<file path="config.mk">
export PLATFORM = sky130hd
export DESIGN_NAME = data_mem_stage
export DESIGN_NICKNAME = d
export VERILOG_FILES = /design/src/rtl/data_mem_stage.sv
export SDC_FILE = /design/constraint.sdc
export NUM_CORES = 1
export LEC_CHECK = 0
export ABC_AREA = 0
export CAP_MARGIN = 25
export CORE_MARGIN = 2
export CORE_UTILIZATION = 55
export CTS_BUF_LIST = sky130_fd_sc_hd__clkbuf_16
export DETAILED_ROUTE_END_ITERATION = 7
export HOLD_SLACK_MARGIN = 0.1
export PLACE_DENSITY = 0.79
export SLEW_MARGIN = 20
export SYNTH_ARGS = -nofsm -noshare
export SYNTH_HDL_FRONTEND = slang
export SYNTH_SLANG_ARGS = --single-unit
</file>
<file path="constraint.sdc">
create_clock -name clk -period 19.1 [get_ports clk]
set_clock_uncertainty 0.1 [all_clocks]
set_input_delay 1.91 -clock clk [delete_from_list [all_inputs] [get_ports clk]]
set_output_delay 1.91 -clock clk [all_outputs]
set_load 0.02 [all_outputs]
</file>
<file path="src/rtl/data_mem_stage.sv">
// data_mem_stage
//   Memory-access stage of the 16-bit pipelined MIPS datapath. Sits between
//   execute and write-back and owns a small word-addressed data memory.
//   Loads and stores take WAIT_CYCLES extra cycles in BUSY, during which
//   stall_dm holds upstream. Pass-through results complete in one cycle.
//
// Parameters
//   ADDR_BITS   : memory address width, depth = 2**ADDR_BITS 16-bit words
//   WAIT_CYCLES : extra BUSY cycles per load/store (0..15)
//
// Ports
//   clk        : rising-edge clock
//   reset      : asynchronous active-high reset (also clears the memory)
//   ans_ex     : ALU result / memory address (bit 0 is MSB)
//   store_data : data to store
//   mem_rd     : load request
//   mem_wr     : store request (wins over mem_rd)
//   valid_ex   : execute-stage output valid
//   stall_dm   : registered; upstream holds inputs while high
//   ans_dm     : registered result to the write block
//   valid_dm   : one-cycle pulse marking a new ans_dm
module data_mem_stage #(
    parameter int ADDR_BITS   = 4,
    parameter int WAIT_CYCLES = 2
) (
    input  logic        clk,
    input  logic        reset,
    input  logic [0:15] ans_ex,
    input  logic [0:15] store_data,
    input  logic        mem_rd,
    input  logic        mem_wr,
    input  logic        valid_ex,
    output logic        stall_dm,
    output logic [0:15] ans_dm,
    output logic        valid_dm
);

    localparam int DEPTH = 2 ** ADDR_BITS;
    localparam logic [3:0] CNT_INIT = (WAIT_CYCLES > 0) ? 4'(WAIT_CYCLES - 1) : 4'd0;

    typedef enum logic {IDLE, BUSY} state_t;

    state_t               state;
    logic [3:0]           wait_cnt;
    logic [0:15]          mem [DEPTH];

    logic [ADDR_BITS-1:0] addr_in;
    logic                 is_mem_op;
    logic                 accept;

    // Operation latched at the accepting edge; only consumed in BUSY
    logic [ADDR_BITS-1:0] addr_p0;
    logic [0:15]          data_p0;
    logic [0:15]          ans_p0;
    logic                 wr_p0;

    // Low-order address bits only, so addresses wrap modulo DEPTH
    assign addr_in   = ans_ex[16-ADDR_BITS:15];
    assign is_mem_op = mem_rd | mem_wr;
    // valid_ex gates the decode so unknown rd/wr on idle cycles is harmless
    assign accept    = (state == IDLE) && valid_ex && is_mem_op;

    // ---- Stage p0: capture of the accepted memory op (data path, no reset)
    always_ff @(posedge clk) begin
        if (accept) begin
            addr_p0 <= addr_in;
            data_p0 <= store_data;
            ans_p0  <= ans_ex;
            wr_p0   <= mem_wr;
        end
    end

    // ---- Stage p1: FSM, memory array and registered outputs
    always_ff @(posedge clk or posedge reset) begin
        if (reset) begin
            state    <= IDLE;
            wait_cnt <= 4'd0;
            stall_dm <= 1'b0;
            valid_dm <= 1'b0;
            ans_dm   <= 16'h0000;
            for (int i = 0; i < DEPTH; i++) begin
                mem[i] <= 16'h0000;
            end
        end else begin
            case (state)
                IDLE: begin
                    if (!valid_ex) begin
                        valid_dm <= 1'b0;
                    end else if (!is_mem_op) begin
                        ans_dm   <= ans_ex;
                        valid_dm <= 1'b1;
                    end else if (WAIT_CYCLES == 0) begin
                        // Zero wait states: the accepting edge is also the completion edge
                        if (mem_wr) begin
                            mem[addr_in] <= store_data;
                            ans_dm       <= ans_ex;
                        end else begin
                            ans_dm <= mem[addr_in];
                        end
                        valid_dm <= 1'b1;
                    end else begin
                        wait_cnt <= CNT_INIT;
                        stall_dm <= 1'b1;
                        valid_dm <= 1'b0;
                        state    <= BUSY;
                    end
                end

                BUSY: begin
                    if (wait_cnt != 4'd0) begin
                        wait_cnt <= wait_cnt - 4'd1;
                        valid_dm <= 1'b0;
                    end else begin
                        // Completion edge: the only place memory is read or written
                        if (wr_p0) begin
                            mem[addr_p0] <= data_p0;
                            ans_dm       <= ans_p0;
                        end else begin
                            ans_dm <= mem[addr_p0];
                        end
                        valid_dm <= 1'b1;
                        stall_dm <= 1'b0;
                        state    <= IDLE;
                    end
                end

                default: begin
                    state    <= IDLE;
                    stall_dm <= 1'b0;
                    valid_dm <= 1'b0;
                end
            endcase
        end
    end

endmodule

</file>
== After elaboration in Yosys (flattened, before gate mapping) ==
Cells that the tools add are included.
Word-level totals
  bits in registers: 316
  input port bits: 37
  logic and storage cells: 72
Cells by class
  add/subtract/negate cells: 1
  order comparisons: 2
  eq/ne operators: 5
  multiplexer cells: 27
  bitwise gates (word level): 4
  reductions and logical operators: 8
Operators by type and width (count)
  256-bit bitwise mux: 1
  16-bit 2-to-1 mux: 7
  16-bit binary-select mux with 4-bit select: 1
  16-bit demux with 4-bit select: 1
  16-bit one-hot mux with 2 select lines: 1
  4-bit 2-to-1 mux: 3
  3-bit AND reduction: 4
  1-bit 2-to-1 mux: 9
  2-bit inequality test, second input constant: 4
  4-bit one-hot mux with 2 select lines: 1
  1-bit one-hot mux with 2 select lines: 3
  5-bit greater-or-equal comparator, second input constant: 1
  5-bit by 1-bit < comparator with 1-bit output, second input constant: 1
  4-bit inverter with 5-bit output: 1
  4-bit nonzero test: 1
  4-bit by 1-bit subtractor with 4-bit output, second input constant: 1
  1-bit logical AND: 3
  2-bit by 1-bit inequality test with 1-bit output, second input constant: 1
  1-bit inverter: 2
  1-bit bitwise OR: 1

== Depth between registers and ports, before layout ==
  depth after elaboration: 7
  mapped depth: 9
  mapped depth without buffers: 6

== Worst setup path after synthesis ==
No wires, ideal clock.
  path kind: input-to-reg
  start: input valid_ex
  end: register wait_cnt[0]
  arrival: 3910 ps
  slack: 15026 ps
  cell stages on the path: 4
  path buffers: 0
  cells stage by stage: nand2b_1 nor2_1 or2_2 o21a_1
On the way
  cells in the longest elaborated chain, start to end: 2
Ends and longest elaborated chain
  from (decl): line 32  | input logic valid_ex,
  2-bit inequality test (no line)
  3-bit AND reduction (no line)
  to (signal assigned): line 111  | wait_cnt <= wait_cnt - 4'd1;
  to (decl): line 44  | logic [3:0] wait_cnt;
No other way between the ends.
A chain may end at the register's enable or synchronous reset.

== Final worst setup path ==
  start: register ans_dm[12] (netlist bit)
  end: output ans_dm[12] (netlist bit)
RTL lines
  from (decl): line 34  | output logic [0:15] ans_dm,
  from (signal assigned): line 90  | ans_dm <= ans_ex;
  from (signal assigned): line 96  | ans_dm <= ans_ex;
  from (signal assigned): line 98  | ans_dm <= mem[addr_in];
No word-level cell between the ends.

==> flow_metrics.tcl <==
set metrics [dict create \
    place_inst 1305 \
    hold_start "mem[30]$_DFFE_PP0P_" \
    die_y_um 165 \
    row_count 58 \
    period_share 0.188 \
    power_leakage_nw 7.59 \
    via_count 8426 \
    drcViolationCount 0 \
    finalNonFillerCells 1360 \
    dp_hpwl_um 20000 \
    syn_to_final_growth_pct 11.7 \
    slew_violations 0 \
    crit_fanout 2 \
    rr_startpoint "wait_cnt[0]$_DFFE_PP0P_" \
    drtPass1Iterations 5 \
    io_pins 55 \
    gp_congestion 0.792 \
    fmax_mhz 278 \
    clock_latency_ns 0.55 \
    n_antenna_cell 0 \
    worstPathCellList "clkdlybuf4s50_1" \
    whs_endpoint "mem[30]$_DFFE_PP0P_" \
    grt_pass1_vias 8729 \
    post_dp_cell_area_um2 15000 \
    setup_tns_ns 0 \
    slew_headroom 0.304 \
    setup.worst_path.class "register to output pin" \
    grt_max_degree 179 \
    ant_nets 0 \
    ys_warn_count 0 \
    synth_top_family_by_area "multiplexers" \
    utilization 0.628 \
    port_buffers 54 \
    path_clk_slew_ns 0.06 \
    fp.dieW_um 165 \
    worstSetupStartpointType "register" \
    cpPeakStageDelay_ns 0.63 \
    cp-end-kind "output pin" \
    pre_cts_slack_ns 15.10 \
    syn_avg_cell_area_um2 14.5 \
    worstMarginPinSlew_ns 1.04 \
    rsz0062_at_grt "false" \
    htree_levels 1 \
    wl_per_cell_um 24.2 \
    fin_ws_ns 15.50 \
    netlist_instances 981 \
    hold_viol 0 \
    cp.arrival_ns 1.59 \
    pwr_density_cell_nw_per_um2 128 \
    synth-adder-area-share 0.00176 \
    first_iter_violations 625 \
    synthArstFlopShare 0.894 \
    hold-path-cell-count 1 \
    fin_nets 1048 \
    yosys.area_share.simple 0.0455 \
    nFillCells 1845 \
    cap_violations 0 \
    r2r-end "mem[225]$_DFFE_PP0P_" \
    layout_min_cycle_time_ns 3.60 \
    initial_core_util 0.563 \
    slowest_stage "clkdlybuf4s50_1" \
    clockRootBuffer "clkbuf_16" \
    coreArea_um2 25300 \
    synth_fp_nets 1020 \
    cts_setup_buffers 0 \
    grt_pass1_wl_um 51400 \
    ir_drop_mv 0.0843 \
    critPathRequiredTime_ns 17.09 \
    holdCritPathClass "register to register" \
    cts-buffers-inserted 31 \
    globalRouteOverflowTotal 0 \
    ctsHoldBuffers 0 \
    cts_tree "done" \
    wirelength_um 33000 \
    post_cts_resize_count 0 \
    ff2ff_setup_slack_ns 15.95 \
    critical_path_buf_inv_count 1 \
    netlist_area_um2 14300 \
    clockBufferDepth 3 \
    grtUsageTotal 0.252 \
    avgViaCountPerCell 6.20 \
    synthMuxAreaShare 0.310 \
    fin_area_um2 15900 \
    synth_compound_area_frac 0.0511 \
    setup_viol_count_final 0 \
    ys_types 53 \
    synthXorXnorAreaFrac 0.00123 \
    synth_seq_area_share 0.559 \
    ys.flop_type "dfrtp_1" \
    cp_top_family "buffers and inverters" \
    outcome "finished clean" \
    drive_gt1_frac 0.367 \
    r2r_cells 7 \
    die-area_um2 27200 \
    grt_antenna_before_repair 0 \
    clock_sinks 312 \
    ys_ff_latch 312 \
    synth_enable_flop_cells 33 \
]
[placed cells by master, fill, tap and decap left out, drive strengths merged, types with 9 or more instances in the layout]
master,instances
dfrtp,279
a21oi,37
inv,12
edfxtp,33
clkdlybuf4s50,54
clkinv,14
mux4,16
a22oi,16
nand2,22
mux2i,86
buf,16
nor2,11
clkbuf,32
a221oi,9
nand3,13
o21ai,9
nor2b,25
mux2,281
[where the power goes]
group	switching (mW)	internal, mW	leakage (nW)	total, mW
Combinational	0.224	0.266	3.00	0.490
Sequential	0.113	0.856	4.11	0.969
Clock	0.246	0.326	0.493	0.572
[per-stage QoR]
stage / power (mW) / hold slack [ns]
after floorplan: 1.30 / 0.374
after CTS: 2.04 / 0.401
after detailed placement: 1.47 / 0.388
after global placement: 1.44 / 0.381
final: 2.03 / 0.399
after global routing: 2.13 / 0.412
[layout make-up]
type,instances,area [um^2],share of cell area
Timing Repair Buffer,70,704,0.0443
Multi-Input combinational cell,588,5850,0.367
Inverter,6,30.0,0.00189
Tap cell,330,413,0.0259
Clock buffer,32,801,0.0503
Sequential cell,312,7970,0.501
Clock inverter,22,148,0.00928
[synthesized netlist by cell type (2+ instances only)]
library cell / n / area, um^2
buf_4: 10 / 75.1
dfrtp_1: 279 / 6980
edfxtp_1: 33 / 991
and2_1: 3 / 18.8
nor2_1: 10 / 37.5
nand2b_1: 2 / 12.5
and2b_1: 2 / 15.0
buf_6: 7 / 78.8
o311ai_0: 7 / 61.3
buf_1: 2 / 7.51
nand4_1: 3 / 18.8
a221o_1: 2 / 20.0
mux2i_1: 86 / 861
nand3_2: 2 / 20.0
nand4b_1: 2 / 17.5
mux4_2: 16 / 360
nand2_4: 3 / 33.8
nor2b_1: 25 / 156
inv_1: 6 / 22.5
a21oi_1: 37 / 185
ha_1: 2 / 25.0
a221oi_1: 9 / 78.8
a211oi_1: 7 / 52.6
nand3_4: 2 / 35.0
clkbuf_1: 29 / 109
o221ai_1: 7 / 61.3
a22oi_1: 16 / 120
nand2_1: 13 / 48.8
a311o_1: 7 / 70.1
mux2_2: 271 / 3050
mux2_4: 10 / 150
o21a_1: 2 / 15.0
and3_2: 2 / 15.0
buf_2: 25 / 125
nand2_2: 6 / 37.5
nor3b_4: 2 / 37.5
nand3_1: 9 / 45.0
o21ai_0: 9 / 45.0
xnor2_1: 2 / 17.5
[sequential cells by signal, indices dropped and copies added, names as in the netlist]
name	cells
data_p0	16
state	1
wr_p0	1
mem	256
stall_dm	1
ans_p0	13
wait_cnt	4
addr_p0	3
ans_dm	16
valid_dm	1
[layer usage]
metal | routed length, um | share of wire | track usage | vias to the layer above
li1 | - | - | - | 3691
met1 | 14300 | 0.43 | 0.355 | 4437
met2 | 16200 | 0.49 | 0.412 | 236
met3 | 1650 | 0.050 | 0.0349 | 62
met4 | 795 | 0.024 | 0.0751 | 0
met5 | 0 | 0 | 0 | -
[how the worst max path moves through the flow]
stage                           start               endpoint  slack (ns)  cells after the start
2_1_floorplan                   reset  ans_dm[0]$_DFFE_PP0P_        9.40                      1
3_3_place_gp                    reset   mem[134]$_DFFE_PP0P_       15.11                      3
3_5_place_dp                    reset   mem[150]$_DFFE_PP0P_       15.10                      3
4_1_cts        ans_dm[12]$_DFFE_PP0P_             ans_dm[12]       15.48                      1
5_1_grt                         reset   mem[102]$_DFFE_PP0P_       15.45                      3
6_report       ans_dm[12]$_DFFE_PP0P_             ans_dm[12]       15.50                      1
[cells by family after synthesis]
group | count (synthesis)
compound gates | 105
mux | 383
buf+inv | 81
simple gates | 96
xor+xnor | 2
flops | 312
fa+ha+maj | 2
(Power assumes the default switching activity.)
==> RTL change (same flow settings) <==
Reset style: synchronous (`reset`), changed in one clocked block. Comments in the files are not updated.
--- a/src/rtl/data_mem_stage.sv
+++ b/src/rtl/data_mem_stage.sv
@@ -72,5 +72,5 @@
 
     // ---- Stage p1: FSM, memory array and registered outputs
-    always_ff @(posedge clk or posedge reset) begin
+    always_ff @(posedge clk) begin
         if (reset) begin
             state    <= IDLE;
Check against the original RTL: not settled (the Yosys comparison gave no result); the edit may change what the design does.
==> RTL change against the original RTL <==
- cell area up 0.28%
- die area is 0.85% lower
- routed wire length shrank 4.5%
- synthesized cell count decreased by 6.8%
- setup slack got worse by 960 ps
- first-iteration DRC count grew 75%
- sequential share of layout area grew 7.7 points
- critical path type is now in -> reg
- area after synthesis down 0.87%
- sequential cell count rose by 4
Power is not compared: it rests on default switching activity, and its combinational part moved more than twofold at a synthesized area within 25%.
==> RTL change: results (changes against the original RTL) <==
| Metric | Reported | Unit | vs unedited |
| --- | --- | --- | --- |
| Mapped Nets | 953 | - | was 1020 |
| Critical Path Max Stage Delay | 810 | ps | was 630 ps |
| Number of distinct library cell variants in the gate-level netlist after synthesis | 44 | - | was 53 |
| Synth top cells by count | sky130_fd_sc_hd__edfxtp_1, sky130_fd_sc_hd__and2_1, sky130_fd_sc_hd__mux4_2, sky130_fd_sc_hd__clkbuf_1, sky130_fd_sc_hd__nand2_1 | - | was sky130_fd_sc_hd__dfrtp_1, sky130_fd_sc_hd__mux2_2, sky130_fd_sc_hd__mux2i_1, sky130_fd_sc_hd__a21oi_1, sky130_fd_sc_hd__edfxtp_1 |
| Count of H-tree levels built during CTS | 2 | - | was 1 |
| HPWL Detailed | 19.7 | mm | was 20.0 mm |
| Cts bufs inserted | 35 | - | was 31 |
| Leading cell type by number of instances after synthesis | sky130_fd_sc_hd__edfxtp_1 | - | was sky130_fd_sc_hd__dfrtp_1 |
| DR iter-0 viols | 1093 | - | was 625 |
| Amount of wire on met3 after detailed routing | 2.91 | mm | was 1.65 mm |
| Register-to-Register Setup Slack | 15850 | ps | was 15950 ps |
| Fraction of the mapped netlist area in compound gates | 3.46 | % | was 5.11% |
| Xor/xnor share of the synthesized area | 0.124 | % | was 0.123% |
| Vias post-DR | 7883 | - | was 8426 |
| EDFF count, synth | 289 | - | was 33 |
| Fill cell instance count of the final layout | 1746 | - | was 1845 |
| Multiplexer share of the synthesized area | 12.7 | % | was 31.0% |
| Number of global-route vias before repair | 7999 | - | was 8729 |
| Relative slew slack | 33.4 | % | was 30.4% |
| Total length of routed wires | 31.5 | mm | was 33.0 mm |
| Post-Syn Instances | 914 | - | was 981 |
| Post-Synth Adder-Cell Area | 0.177 | % | was 0.176% |
| Async set-reset flop share out of synthesis | 0 | % | was 89.4% |
| Total GRT Usage | 24.4 | % | was 25.2% |
| Leading post-synthesis cells by cell area | sky130_fd_sc_hd__edfxtp_1, sky130_fd_sc_hd__and2_1, sky130_fd_sc_hd__mux4_2, sky130_fd_sc_hd__dfxtp_1, sky130_fd_sc_hd__mux2_2 | - | was sky130_fd_sc_hd__dfrtp_1, sky130_fd_sc_hd__mux2_2, sky130_fd_sc_hd__edfxtp_1, sky130_fd_sc_hd__mux2i_1, sky130_fd_sc_hd__mux4_2 |
| Largest net degree at the start of global routing | 67 | - | was 179 |
| Final RePlAce weighted congestion | 0.836 | - | was 0.792 |
| Average routed wire per standard cell | 24.1 | um | was 24.2 um |
| Routed met1 length | 12.8 | mm | was 14.3 mm |
| Status | completed | - | unchanged |
| Worst-path fanout max | 40 | - | was 2 |
| Clock latency at the later pin of the worst-skew pair | 510 | ps | was 550 ps |
| First-pass GRT wire length | 47.9 | mm | was 51.4 mm |
==> RTL change: layer usage <==
layer  global-route usage, %  up-vias
met2                    38.0      372
met1                    34.1     3967
li1                        -     3478
met3                    5.56       66
met4                    8.69        0
met5                       0        -
==> RTL change: layout make-up <==
class	count	area, um2	share of cell area (%)
repair buffers	71	668	4.19
clock buffers	37	926	5.80
inverters	4	15.0	0.0941
flip-flops and latches	316	9220	57.8
well taps	330	413	2.59
multi-input cells	527	4580	28.7
clock inverters	23	139	0.870
==> RTL change: stage by stage <==
stage	utilization (%)	hold slack [ps]	total power [uW]	cell area, um2	setup WS, ps
3_5_place_dp	59.1	366	964	14900	13950
2_1_floorplan	-	359	908	14100	15640
6_report	63.4	370	1580	16000	14540
3_3_place_gp	59.1	357	960	14900	14130
4_1_cts	63.4	373	1580	16000	14450
5_1_grt	63.4	400	1620	16000	14370
==> RTL change: path summary, 6_finish.rpt <==
kind,endpoint,cells after the start,start
max,mem[6][1],6,reset
min,ans_dm[11],2,ans_dm[11]
max reg2reg,mem[6][1],6,wait_cnt[0]
min reg2reg,ans_dm[11],2,ans_dm[11]
==> RTL change: logic make-up (layout without fill, tap and decap cells) <==
logic type               Yosys count  count (layout)
adder cells (fa/ha/maj)            2               2
flip-flops                       316             316
XOR/XNOR                           2               2
buffers and inverters             71             135
multiplexers                      98              98
AND/OR/NAND/NOR                  370             370
AO/OA/AOI/OAI                     55              55
==> RTL change: power groups by stage <==
stage	registers (uW)	logic, uW	clock network [uW]
after floorplan	809	99.4	0
after global placement	822	138	0
after detailed placement	824	141	0
after CTS	809	141	632
after global routing	813	150	661
final	809	141	628
